$ cat src/rtl/pkg_serial.sv
// Shared constants and state encodings for the host command receiver.
package pkg_serial;

  // ASCII characters understood by the command parser
  localparam logic [6:0] C_I    = 7'h49;
  localparam logic [6:0] C_A    = 7'h41;
  localparam logic [6:0] C_F    = 7'h46;
  localparam logic [6:0] C_L    = 7'h4C;
  localparam logic [6:0] C_HASH = 7'h23;
  localparam logic [6:0] C_ZERO = 7'h30;
  localparam logic [6:0] C_NINE = 7'h39;

  // UART receiver states
  typedef enum logic [2:0] {
    RxOcioso,
    RxInicio,
    RxDados,
    RxParidade,
    RxParada
  } estado_uart_t;

  // Parser states; values double as the debug display code
  typedef enum logic [3:0] {
    ParEspera = 4'h0,
    ParDig1   = 4'h1,
    ParDig2   = 4'h2,
    ParDig3   = 4'h3,
    ParFim    = 4'h4,
    ParErro   = 4'hF
  } estado_parser_t;

  function automatic logic is_digit(input logic [6:0] c);
    return (c >= C_ZERO) && (c <= C_NINE);
  endfunction

endpackage

$ cat src/rtl/uart_rx_7o1.sv
// UART receiver: 7 data bits LSB first, odd parity, 1 stop bit.
module uart_rx_7o1
  import pkg_serial::*;
#(
  parameter int unsigned CLK_FREQ = 50000000,
  parameter int unsigned BAUD     = 115200
) (
  input  logic       clock,
  input  logic       reset,
  input  logic       rx,
  output logic [6:0] dado,
  output logic       byte_ok,
  output logic       byte_erro
);

  localparam int unsigned DIV  = CLK_FREQ / BAUD;
  localparam int unsigned HALF = DIV / 2;
  localparam int unsigned CW   = $clog2(DIV);
  localparam logic [CW-1:0] DIV_M1  = CW'(DIV - 1);
  localparam logic [CW-1:0] HALF_M1 = CW'(HALF - 1);

  logic         rx_meta, rx_sync;
  estado_uart_t estado;
  logic [CW-1:0] cnt;
  logic [2:0]   nbit;
  logic [6:0]   shift;
  logic         paridade;

  assign dado = shift;

  // Two-flop synchronizer; resets to idle-high so reset release never looks like a start bit
  always_ff @(posedge clock) begin
    if (!reset) begin
      rx_meta <= 1'b1;
      rx_sync <= 1'b1;
    end else begin
      rx_meta <= rx;
      rx_sync <= rx_meta;
    end
  end

  // Receiver FSM with baud counter and registered strobes
  always_ff @(posedge clock) begin
    if (!reset) begin
      estado    <= RxOcioso;
      cnt       <= '0;
      nbit      <= '0;
      shift     <= '0;
      paridade  <= 1'b0;
      byte_ok   <= 1'b0;
      byte_erro <= 1'b0;
    end else begin
      byte_ok   <= 1'b0;
      byte_erro <= 1'b0;
      case (estado)
        RxOcioso: begin
          cnt <= '0;
          if (!rx_sync) estado <= RxInicio;
        end
        RxInicio: begin
          if (cnt == HALF_M1) begin
            cnt  <= '0;
            nbit <= '0;
            // A start bit that is gone by mid-bit was a glitch: drop it silently
            estado <= rx_sync ? RxOcioso : RxDados;
          end else begin
            cnt <= cnt + 1'b1;
          end
        end
        RxDados: begin
          if (cnt == DIV_M1) begin
            cnt   <= '0;
            shift <= {rx_sync, shift[6:1]};
            nbit  <= nbit + 1'b1;
            if (nbit == 3'd6) estado <= RxParidade;
          end else begin
            cnt <= cnt + 1'b1;
          end
        end
        RxParidade: begin
          if (cnt == DIV_M1) begin
            cnt      <= '0;
            paridade <= rx_sync;
            estado   <= RxParada;
          end else begin
            cnt <= cnt + 1'b1;
          end
        end
        RxParada: begin
          if (cnt == DIV_M1) begin
            cnt       <= '0;
            byte_ok   <= rx_sync & (^{shift, paridade});
            byte_erro <= ~(rx_sync & (^{shift, paridade}));
            estado    <= RxOcioso;
          end else begin
            cnt <= cnt + 1'b1;
          end
        end
        default: estado <= RxOcioso;
      endcase
    end
  end

endmodule

$ cat src/rtl/rx_comandos_serial.sv
// Host command receiver: UART front end plus ASCII command parser.
module rx_comandos_serial
  import pkg_serial::*;
#(
  parameter int unsigned CLK_FREQ     = 50000000,
  parameter int unsigned BAUD         = 115200,
  parameter logic [11:0] LIMIAR_RESET = 12'h050
) (
  input  logic        clock,
  input  logic        reset,
  input  logic        RX,
  output logic        cmd_iniciar,
  output logic        cmd_abre,
  output logic        cmd_fecha,
  output logic [11:0] limiar,
  output logic        limiar_valido,
  output logic        erro_rx,
  output logic [6:0]  db_dado,
  output logic [3:0]  db_estado_rx
);

  logic [6:0]     dado;
  logic           byte_ok, byte_erro;
  estado_parser_t estado;
  logic [3:0]     dig_c, dig_d, dig_u;

  uart_rx_7o1 #(
    .CLK_FREQ (CLK_FREQ),
    .BAUD     (BAUD)
  ) u_uart_rx (
    .clock     (clock),
    .reset     (reset),
    .rx        (RX),
    .dado      (dado),
    .byte_ok   (byte_ok),
    .byte_erro (byte_erro)
  );

  assign db_estado_rx = estado;

  // Parser FSM; all outputs registered, at most one pulse per received character
  always_ff @(posedge clock) begin
    if (!reset) begin
      estado        <= ParEspera;
      cmd_iniciar   <= 1'b0;
      cmd_abre      <= 1'b0;
      cmd_fecha     <= 1'b0;
      limiar_valido <= 1'b0;
      limiar        <= LIMIAR_RESET;
      erro_rx       <= 1'b0;
      db_dado       <= '0;
      dig_c         <= '0;
      dig_d         <= '0;
      dig_u         <= '0;
    end else begin
      cmd_iniciar   <= 1'b0;
      cmd_abre      <= 1'b0;
      cmd_fecha     <= 1'b0;
      limiar_valido <= 1'b0;
      if (byte_erro) begin
        // Bad frame: abandon any partial 'L' sequence
        erro_rx <= 1'b1;
        estado  <= ParEspera;
      end else if (byte_ok) begin
        db_dado <= dado;
        case (estado)
          ParEspera: begin
            if (dado == C_I) begin
              cmd_iniciar <= 1'b1;
              erro_rx     <= 1'b0;
            end else if (dado == C_A) begin
              cmd_abre <= 1'b1;
              erro_rx  <= 1'b0;
            end else if (dado == C_F) begin
              cmd_fecha <= 1'b1;
              erro_rx   <= 1'b0;
            end else if (dado == C_L) begin
              estado <= ParDig1;
            end
          end
          ParDig1, ParDig2, ParDig3: begin
            if (is_digit(dado)) begin
              case (estado)
                ParDig1: begin dig_c <= dado[3:0]; estado <= ParDig2; end
                ParDig2: begin dig_d <= dado[3:0]; estado <= ParDig3; end
                default: begin dig_u <= dado[3:0]; estado <= ParFim;  end
              endcase
            end else begin
              erro_rx <= 1'b1;
              estado  <= ParErro;
            end
          end
          ParFim: begin
            if (dado == C_HASH) begin
              limiar        <= {dig_c, dig_d, dig_u};
              limiar_valido <= 1'b1;
              erro_rx       <= 1'b0;
              estado        <= ParEspera;
            end else begin
              erro_rx <= 1'b1;
              estado  <= ParErro;
            end
          end
          default: estado <= ParEspera;
        endcase
      end else if (estado == ParErro) begin
        estado <= ParEspera;
      end
    end
  end

endmodule

$ cat config.mk
export PLATFORM = sky130hd
export DESIGN_NAME = rx_comandos_serial
export DESIGN_NICKNAME = d
export VERILOG_FILES = /design/src/rtl/pkg_serial.sv /design/src/rtl/uart_rx_7o1.sv /design/src/rtl/rx_comandos_serial.sv
export SDC_FILE = /design/constraint.sdc
export NUM_CORES = 1
export LEC_CHECK = 0
export BUFFER_PORTS_ARGS = -buffer_cell sky130_fd_sc_hd__buf_4
export CAP_MARGIN = 20
export CORE_ASPECT_RATIO = 0.75
export CORE_MARGIN = 4
export CORE_UTILIZATION = 55
export CTS_CLUSTER_SIZE = 28
export DETAILED_ROUTE_END_ITERATION = 6
export PLACE_DENSITY = 0.79
export SKIP_CTS_REPAIR_TIMING = 1
export SLEW_MARGIN = 10
export SYNTH_ARGS = -nofsm -noshare
export SYNTH_HDL_FRONTEND = slang
export SYNTH_SLANG_ARGS = --single-unit
$ cat constraint.sdc
create_clock -name clock -period 2.46 [get_ports clock]
set_clock_uncertainty 0.15 [all_clocks]
set_input_delay 0.369 -clock clock [delete_from_list [all_inputs] [get_ports clock]]
set_output_delay 0.369 -clock clock [all_outputs]
set_load 0.01 [all_outputs]
==> out/metrics.yaml, run 1 <==
clk_latency_ps: 350
placed_area_um2: 3360
cts_buffer_depth: 2
synth_top_area_frac: 0.438
vias: 2639
gp_congestion: 0.887
die_h_um: 72.7
nets: 400
dr.pass1.iters: 5
slowest_delay_ps: 470
holdCritStartpoint: "RX"
p_total_mw: 2.07
power.density_nw_per_um2: 580
antenna_found_initial: 0
clock.fmax_ghz: 0.454
slew_viol_final: 0
rows: 23
post-route-period-util: 0.896
place_hpwl_um: 4690
ant_nets: 0
yosysTopAreaCell: "dfxtp_1"
hold_viol: 0
drt-total-wl_um: 6800
start_kind: "flip-flop"
status: "completed"
cp.arrival_ps: 2270
final.setup.tns_ps: 0
synth_seq_cells: 67
ys_warn_count: 0
final_cells: 468
routedWlPerCell_um: 14.5
synth_cell_types: 52
ir_drop_mv: 0.564
crit_chain: "or3b_1, o2111a_2, nor3_4, mux2i_1, nor2_1"
cts_root_buffer: "clkbuf_8"
synth.most_common_cell: "dfxtp_1"
ys_top_cells_by_area: "dfxtp_1 (44%), nand2_1 (7.8%), a21oi_1 (5.2%)"
critPathLaunch: "u_uart_rx.dado[1]"
yosysSeqAreaShare: 0.438
io_buffers: 30
netlist_top_cells_count: "dfxtp_1 (67), nand2_1 (64), nor2_1 (41)"
power.leakage_nw: 1.26
die-area_um2: 6840
place_inst: 452
crit_slowest_cell: "or3b_1"
clk_pin_slew_ps: 80
synthCells: 359
grt_pass1_vias: 2436
max-cap-violations: 0
cts_buffers: 9
drc: 0
hp-class: "in -> reg"
rsz0062_at_grt: "false"
grt_max_degree: 44
htreeDepth: 3
cp-end-kind: "flip-flop"
syn_area_um2: 3070
drive_above_1_share: 0.173
synth-main-ff-cell: "dfxtp_1"
synth-async-reset-ratio: 0
first_iter_violations: 238
die_w_um: 94.2
grt_first_pass_wirelength_um: 11300
period_minus_slack_ps: 2200
synth_area_per_cell_um2: 8.54
core_um2: 5380
synthToLayoutAreaGrowth_pct: 16.4
cts_tree: "built"
start_util: 0.570
synth_edf_count: 0
clock_sinks: 67
crit_required_ps: 2530
setup_viol: 0
slew_headroom: 0.622
syn_nets: 371
diodes: 0
final_area_um2: 3570
cp_max_fo: 8
critical_path_class: "reg -> reg"
via_per_inst: 5.64
tightest_slew_ps: 559
grtUsageTotal: 0.211
pin_count: 31
gr-total-overflow: 0
r2r_start: "u_uart_rx.dado[1]"
worst max-delay path: cells and delay by family, from the launching register on:
kind / cells / cell delay [ps]
AND/OR/NAND/NOR: 3 / 900
AO/OA/AOI/OAI: 1 / 370
multiplexers: 1 / 250
flip-flops: 1 / 400
stage by stage:
stage	hold slack [ps]	setup slack, ps	utilization
6_report	53.0	257	0.663
5_1_grt	41.0	137	0.663
4_1_cts	40.1	267	0.663
3_5_place_dp	244	276	0.625
3_3_place_gp	239	356	0.625
2_1_floorplan	236	485	-
metal layers:
layer / wire [µm] / vias to the layer above / global-route usage
li1: - / 1286 / -
met1: 3250 / 1249 / 0.288
met2: 3080 / 91 / 0.329
met3: 387 / 13 / 0.0691
met4: 81 / 0 / 0.0465
met5: 0 / - / 0
layout make-up:
| cell class | count | area [µm²] |
|---|---|---|
| Fill cell | 448 | 1810 |
| Multi-Input combinational cell | 259 | 1590 |
| Sequential cell | 67 | 1340 |
| Timing Repair Buffer | 40 | 300 |
| Clock buffer | 9 | 124 |
| Tap cell | 75 | 93.8 |
| Clock inverter | 7 | 82.6 |
| Inverter | 11 | 41.3 |
registers in the layout, indices dropped and copies added, names as in the netlist, 4 cells and up:
name,flops
db_estado_rx,4
db_dado,7
limiar,12
dig_c,4
u_uart_rx.cnt,9
u_uart_rx.dado,7
dig_d,4
dig_u,4
cells in the final DEF (no fill, tap or decap), drive strengths merged, types with 10 or more instances in the layout:
cell type,count
buf,40
dfxtp,67
a21oi,33
inv,13
mux2i,13
nand2,64
nor3,12
nor2,41
nand3,10
power by group:
group / leakage (nW) / internal, mW / total [mW] / switching [mW]
registers: 0.540 / 1.09 / 1.09 / 0.00417
logic: 0.622 / 0.00907 / 0.0309 / 0.0218
clock network: 0.0984 / 0.483 / 0.949 / 0.466
final timing paths:
check                       to  slack (ps)  cells after the start
max                   dig_d[1]         260                      5
min          u_uart_rx.rx_meta          50                      2
max reg2reg           dig_d[1]         260                      5
min reg2reg  u_uart_rx.rx_sync         260                      1
logic make-up (layout without fill, tap and decap cells):
logic type | after synthesis | count (layout) | synth area share
fa+ha+maj | 10 | 10 | 0.0400
compound gates | 59 | 59 | 0.129
buf+inv | 33 | 67 | 0.0453
xor+xnor | 13 | 13 | 0.0371
mux | 13 | 13 | 0.0424
simple gates | 164 | 164 | 0.269
flops | 67 | 67 | 0.438
Note: power is estimated with default switching activity, not from simulation.
==> run 2: changes to the inputs <==
--- a/config.mk
+++ b/config.mk
@@ -9,10 +9,10 @@
 export CAP_MARGIN = 20
 export CORE_ASPECT_RATIO = 0.75
 export CORE_MARGIN = 4
-export CORE_UTILIZATION = 55
+export CORE_UTILIZATION = 58
 export CTS_CLUSTER_SIZE = 28
 export DETAILED_ROUTE_END_ITERATION = 6
-export PLACE_DENSITY = 0.79
+export PLACE_DENSITY = 0.83
 export SKIP_CTS_REPAIR_TIMING = 1
 export SLEW_MARGIN = 10
 export SYNTH_ARGS = -nofsm -noshare
==> run 2 against run 1 <==
Against the previous run: sequential power hardly changed; routed wire length is 3.0% lower; final cell count is 1.3% lower; first-iteration DRC count is 8.8% lower; power is 4.2% lower; utilization is 4.2 points higher.
==> out/metrics.yaml, run 2 (synthesis gave the netlist of run 1 again) <==
nets: 399  # -0.25%
power.leakage_nw: 1.25  # -1.0%
first_iter_violations: 217  # -8.8%
ir_drop_mv: 0.464  # -18%
dr.pass1.iters: 4  # -1
slew_viol_final: 0  # unchanged
die_w_um: 91.9  # -2.4%
grt_max_degree: 44  # unchanged
largest_register: "limiar"
antenna_found_initial: 0  # unchanged
grt_first_pass_wirelength_um: 11200  # -0.80%
synthToLayoutAreaGrowth_pct: 15.2
grtUsageTotal: 0.215  # +0.00416
power.density_nw_per_um2: 562  # -3.1%
drive_above_1_share: 0.167  # -0.00636
drt-total-wl_um: 6590  # -3.0%
hold_viol: 0  # unchanged
die_h_um: 71.0  # -2.3%
tightest_slew_ps: 535  # -23.7 ps
cp-end-kind: "flip-flop"
drc: 0  # unchanged
crit_chain: "or3b_1, o2111a_2, nor3_4, mux2i_1, nor2_1"
placed_area_um2: 3350  # -0.33%
clk_pin_slew_ps: 70  # about the same
vias: 2525  # -4.3%
gr-total-overflow: 0  # unchanged
setup_ws_ps: 281  # +24.7 ps
rsz0062_at_grt: "false"
crit_slowest_cell: "or3b_1"
ant_nets: 0  # unchanged
p_total_mw: 1.98  # -4.2%
period_minus_slack_ps: 2180  # -24.7 ps
layout_common_cells: "dfxtp_1 (67), nand2_1 (64), nor2_1 (41)"
cp_max_fo: 5  # -3
rrSetupSlack_ps: 280  # +20 ps
htreeDepth: 3  # unchanged
critical_path_class: "reg -> reg"
place_hpwl_um: 4550  # -3.0%
hp-class: "in -> reg"
setup_viol: 0  # unchanged
via_per_inst: 5.47  # -3.1%
final.setup.tns_ps: 0  # unchanged
post-route-period-util: 0.886  # -0.0100
whs_ps: 54.3  # +1.27 ps
crit_required_ps: 2530  # about the same
diodes: 0  # unchanged
final_cells: 462  # -1.3%
rows: 22  # -4.3%
final_common_cell: "dfxtp_1"
io_buffers: 30  # unchanged
start_kind: "flip-flop"
final_area_um2: 3530  # -1.1%
cts_buffers: 9  # unchanged
clock.fmax_ghz: 0.459  # +1.1%
largest_register_ffs: 12  # unchanged
place_inst: 448  # -0.88%
cts_buffer_depth: 2  # unchanged
start_util: 0.612  # +0.0423
grt_pass1_vias: 2365  # -2.9%
final_util: 0.705  # +0.0417
pin_count: 31  # unchanged
gp_congestion: 0.812  # -8.4%
core_um2: 5010  # -6.9%
cts_tree: "built"
status: "completed"
slew_headroom: 0.639  # +0.0173
n_fill_cell: 395  # -12%
routedWlPerCell_um: 14.3  # -1.8%
cts_root_buffer: "clkbuf_8"
die-area_um2: 6520  # -4.7%
clk_latency_ps: 350  # about the same
cp.arrival_ps: 2250  # -20 ps
clock_sinks: 67  # unchanged
reg_top3: "limiar: 12 flops, u_uart_rx.cnt: 9 flops"
slowest_delay_ps: 480  # about the same
max-cap-violations: 0  # unchanged
post-place-ws_ps: 281  # +5.71 ps
## run 2: worst paths after layout
check	depth (start not counted)	endpoint	from
worst min register to register	1	u_uart_rx.rx_sync	u_uart_rx.rx_meta
worst min-delay path	2	u_uart_rx.rx_meta	RX
worst max-delay path	5	dig_d[2]	u_uart_rx.dado[1]
worst max register to register	5	dig_d[2]	u_uart_rx.dado[1]
## run 2: critical path: cells and delay by family, from the launching register on
| kind | cells | cell delay [ps] |
|---|---|---|
| DFF | 1 | 350 |
| and+or+nand+nor | 3 | 910 |
| AOI/OAI and AO/OA | 1 | 390 |
| muxes | 1 | 250 |
## run 2: routing by layer
| metal | GRT usage | routed length (µm) |
|---|---|---|
| met2 | 0.311 | 2840 |
| met1 | 0.302 | 3330 |
| met5 | 0 | 0 |
| met3 | 0.0808 | 360 |
| met4 | 0.0610 | 61 |
## run 2: power breakdown
| group | switching (mW) | leakage, nW | internal (mW) | total (mW) |
|---|---|---|---|---|
| sequential | 0.00423 | 0.540 | 1.09 | 1.09 |
| combinational | 0.0223 | 0.617 | 0.00908 | 0.0314 |
| clock | 0.408 | 0.0909 | 0.454 | 0.862 |
| total | 0.434 | 1.25 | 1.55 | 1.98 |
## run 2: cell type report
class / count / area [µm²] / area share
Multi-Input combinational cell: 259 / 1590 / 0.449
Sequential cell: 67 / 1340 / 0.380
Clock buffer: 9 / 124 / 0.0351
Tap cell: 72 / 90.1 / 0.0255
Inverter: 11 / 41.3 / 0.0117
Timing Repair Buffer: 39 / 293 / 0.0829
Clock inverter: 5 / 56.3 / 0.0159
==> run 3: changes to the inputs <==
--- a/config.mk
+++ b/config.mk
@@ -13,6 +13,7 @@
 export CTS_CLUSTER_SIZE = 28
 export DETAILED_ROUTE_END_ITERATION = 6
 export PLACE_DENSITY = 0.83
+export RECOVER_POWER = 50
 export SKIP_CTS_REPAIR_TIMING = 1
 export SLEW_MARGIN = 10
 export SYNTH_ARGS = -nofsm -noshare
==> constraint.sdc (replaced) <==
create_clock -name clock -period 2.46 [get_ports clock]
set_clock_uncertainty 0.15 [all_clocks]
set_input_delay 0.369 -clock clock [delete_from_list [all_inputs] [get_ports clock]]
set_output_delay 0.369 -clock clock [all_outputs]
set_load 0.05 [all_outputs]
==> run 3 against run 2 <==
Against the previous run: sequential cell count unchanged; design area down 3.6%; highest routed layer unchanged; setup slack got worse by 20 ps; largest cell class unchanged; largest power group unchanged; sequential share of layout area up 1.4 points; global-route usage is the same; via count is 0.36% higher; combinational power decreased by 6%; critical endpoint unchanged; utilization down 2.5 points.
==> out/metrics.yaml, run 3 (synthesis gave the netlist of run 1 again) <==
max-cap-violations: 0  # unchanged
die-area_um2: 6520  # unchanged
cp_max_fo: 5  # unchanged
ant_nets: 0  # unchanged
pin_count: 31  # unchanged
hold_viol: 0  # unchanged
largest_register_ffs: 12  # unchanged
critical_path_class: "reg -> reg"
rows: 22  # unchanged
p_total_mw: 1.98  # about the same
crit_slowest_cell: "or3b_1"
n_fill_cell: 437  # +11%
clock_sinks: 67  # unchanged
grt_first_pass_wirelength_um: 11200  # unchanged
grtUsageTotal: 0.215  # unchanged
slew_headroom: 0.429  # -0.210
place_hpwl_um: 4550  # unchanged
vias: 2534  # +0.36%
grt_pass1_vias: 2365  # unchanged
cts_root_buffer: "clkbuf_8"
reg_top3: "limiar: 12 flops, u_uart_rx.cnt: 9 flops"
cts_buffer_depth: 2  # unchanged
htreeDepth: 3  # unchanged
clk_pin_slew_ps: 70  # about the same
cp.arrival_ps: 2250  # about the same
setup_viol: 0  # unchanged
clk_latency_ps: 350  # about the same
post-route-period-util: 0.894  # +0.00810
layout_common_cells: "dfxtp_1 (67), nand2_1 (64), nor2_1 (41)"
dr.pass1.iters: 4  # unchanged
cp-end-kind: "flip-flop"
nets: 399  # unchanged
crit_chain: "or3b_1, o2111a_2, nor3_4, mux2i_1, nor2_1"
grt_max_degree: 44  # unchanged
cts_tree: "built"
whs_ps: 53.5  # -0.777 ps
drive_above_1_share: 0.0897  # -0.0769
crit_family: "simple AND/OR/NAND/NOR gates"
crit_required_ps: 2510  # -20 ps
final.setup.tns_ps: 0  # unchanged
synthToLayoutAreaGrowth_pct: 11.1
final_util: 0.680  # -0.0252
placed_area_um2: 3350  # unchanged
gr-total-overflow: 0  # unchanged
slew_viol_final: 0  # unchanged
clock.fmax_ghz: 0.455  # -0.91%
die_w_um: 91.9  # unchanged
status: "completed"
cts_buffers: 9  # unchanged
start_util: 0.612  # unchanged
largest_register: "limiar"
power.density_nw_per_um2: 583  # +3.7%
slowest_delay_ps: 480  # about the same
diodes: 0  # unchanged
critPathBufInv: 0  # unchanged
power.leakage_nw: 1.13  # -9.7%
period_minus_slack_ps: 2200  # +19.9 ps
die_h_um: 71.0  # unchanged
hp-class: "in -> reg"
io_buffers: 30  # unchanged
final_common_cell: "dfxtp_1"
via_per_inst: 5.48  # +0.36%
drt-total-wl_um: 6560  # -0.52%
tightest_slew_ps: 857  # +321 ps
antenna_found_initial: 0  # unchanged
rsz0062_at_grt: "false"
first_iter_violations: 201  # -7.4%
start_kind: "flip-flop"
gp_congestion: 0.812  # unchanged
routedWlPerCell_um: 14.2  # -0.52%
core_um2: 5010  # unchanged
final_area_um2: 3400  # -3.6%
ir_drop_mv: 0.462  # -0.40%
drc: 0  # unchanged
run 3: worst register-to-register path, cell delays in order, from the launching register on:
cell      delay [ps]
dfxtp_1          350
or3b_1           480
o2111a_2         390
nor3_4           370
mux2i_1          260
nor2_1            60
run 3: path summary, 6_finish.rpt:
kind                           from                 to  slack [ps]  cells after the start
setup / recovery  u_uart_rx.dado[1]           dig_d[2]         260                      5
hold / removal                   RX  u_uart_rx.rx_meta          50                      2
setup reg to reg  u_uart_rx.dado[1]           dig_d[2]         260                      5
hold reg to reg   u_uart_rx.rx_meta  u_uart_rx.rx_sync         270                      1
run 3: routing by layer:
layer / global-route usage / vias up / share of wire
met5: 0 / - / 0
met4: 0.0610 / 0 / 0.012
met3: 0.0808 / 10 / 0.066
met2: 0.311 / 75 / 0.43
met1: 0.302 / 1167 / 0.49
li1: - / 1282 / -
run 3: through the flow:
| step | setup WS (ps) | std cells |
|---|---|---|
| 6_report | 261 | 462 |
| 5_1_grt | 165 | 462 |
| 4_1_cts | 272 | 462 |
| 3_5_place_dp | 281 | 448 |
| 3_3_place_gp | 359 | 448 |
| 2_1_floorplan | 306 | 359 |
run 3: power breakdown:
group          internal [mW]  switching, mW  total, mW
clock network          0.454          0.408      0.862
logic                0.00780         0.0218     0.0296
registers               1.09        0.00433       1.09
total                   1.55          0.435       1.98
run 3: final cells by class:
cell class	count	area, µm²	area share
clock buffers	9	124	0.0364
flip-flops and latches	67	1340	0.394
inverters	11	41.3	0.0121
clock inverters	5	56.3	0.0165
multi-input cells	259	1570	0.461
well taps	72	90.1	0.0265
repair buffers	39	181	0.0533
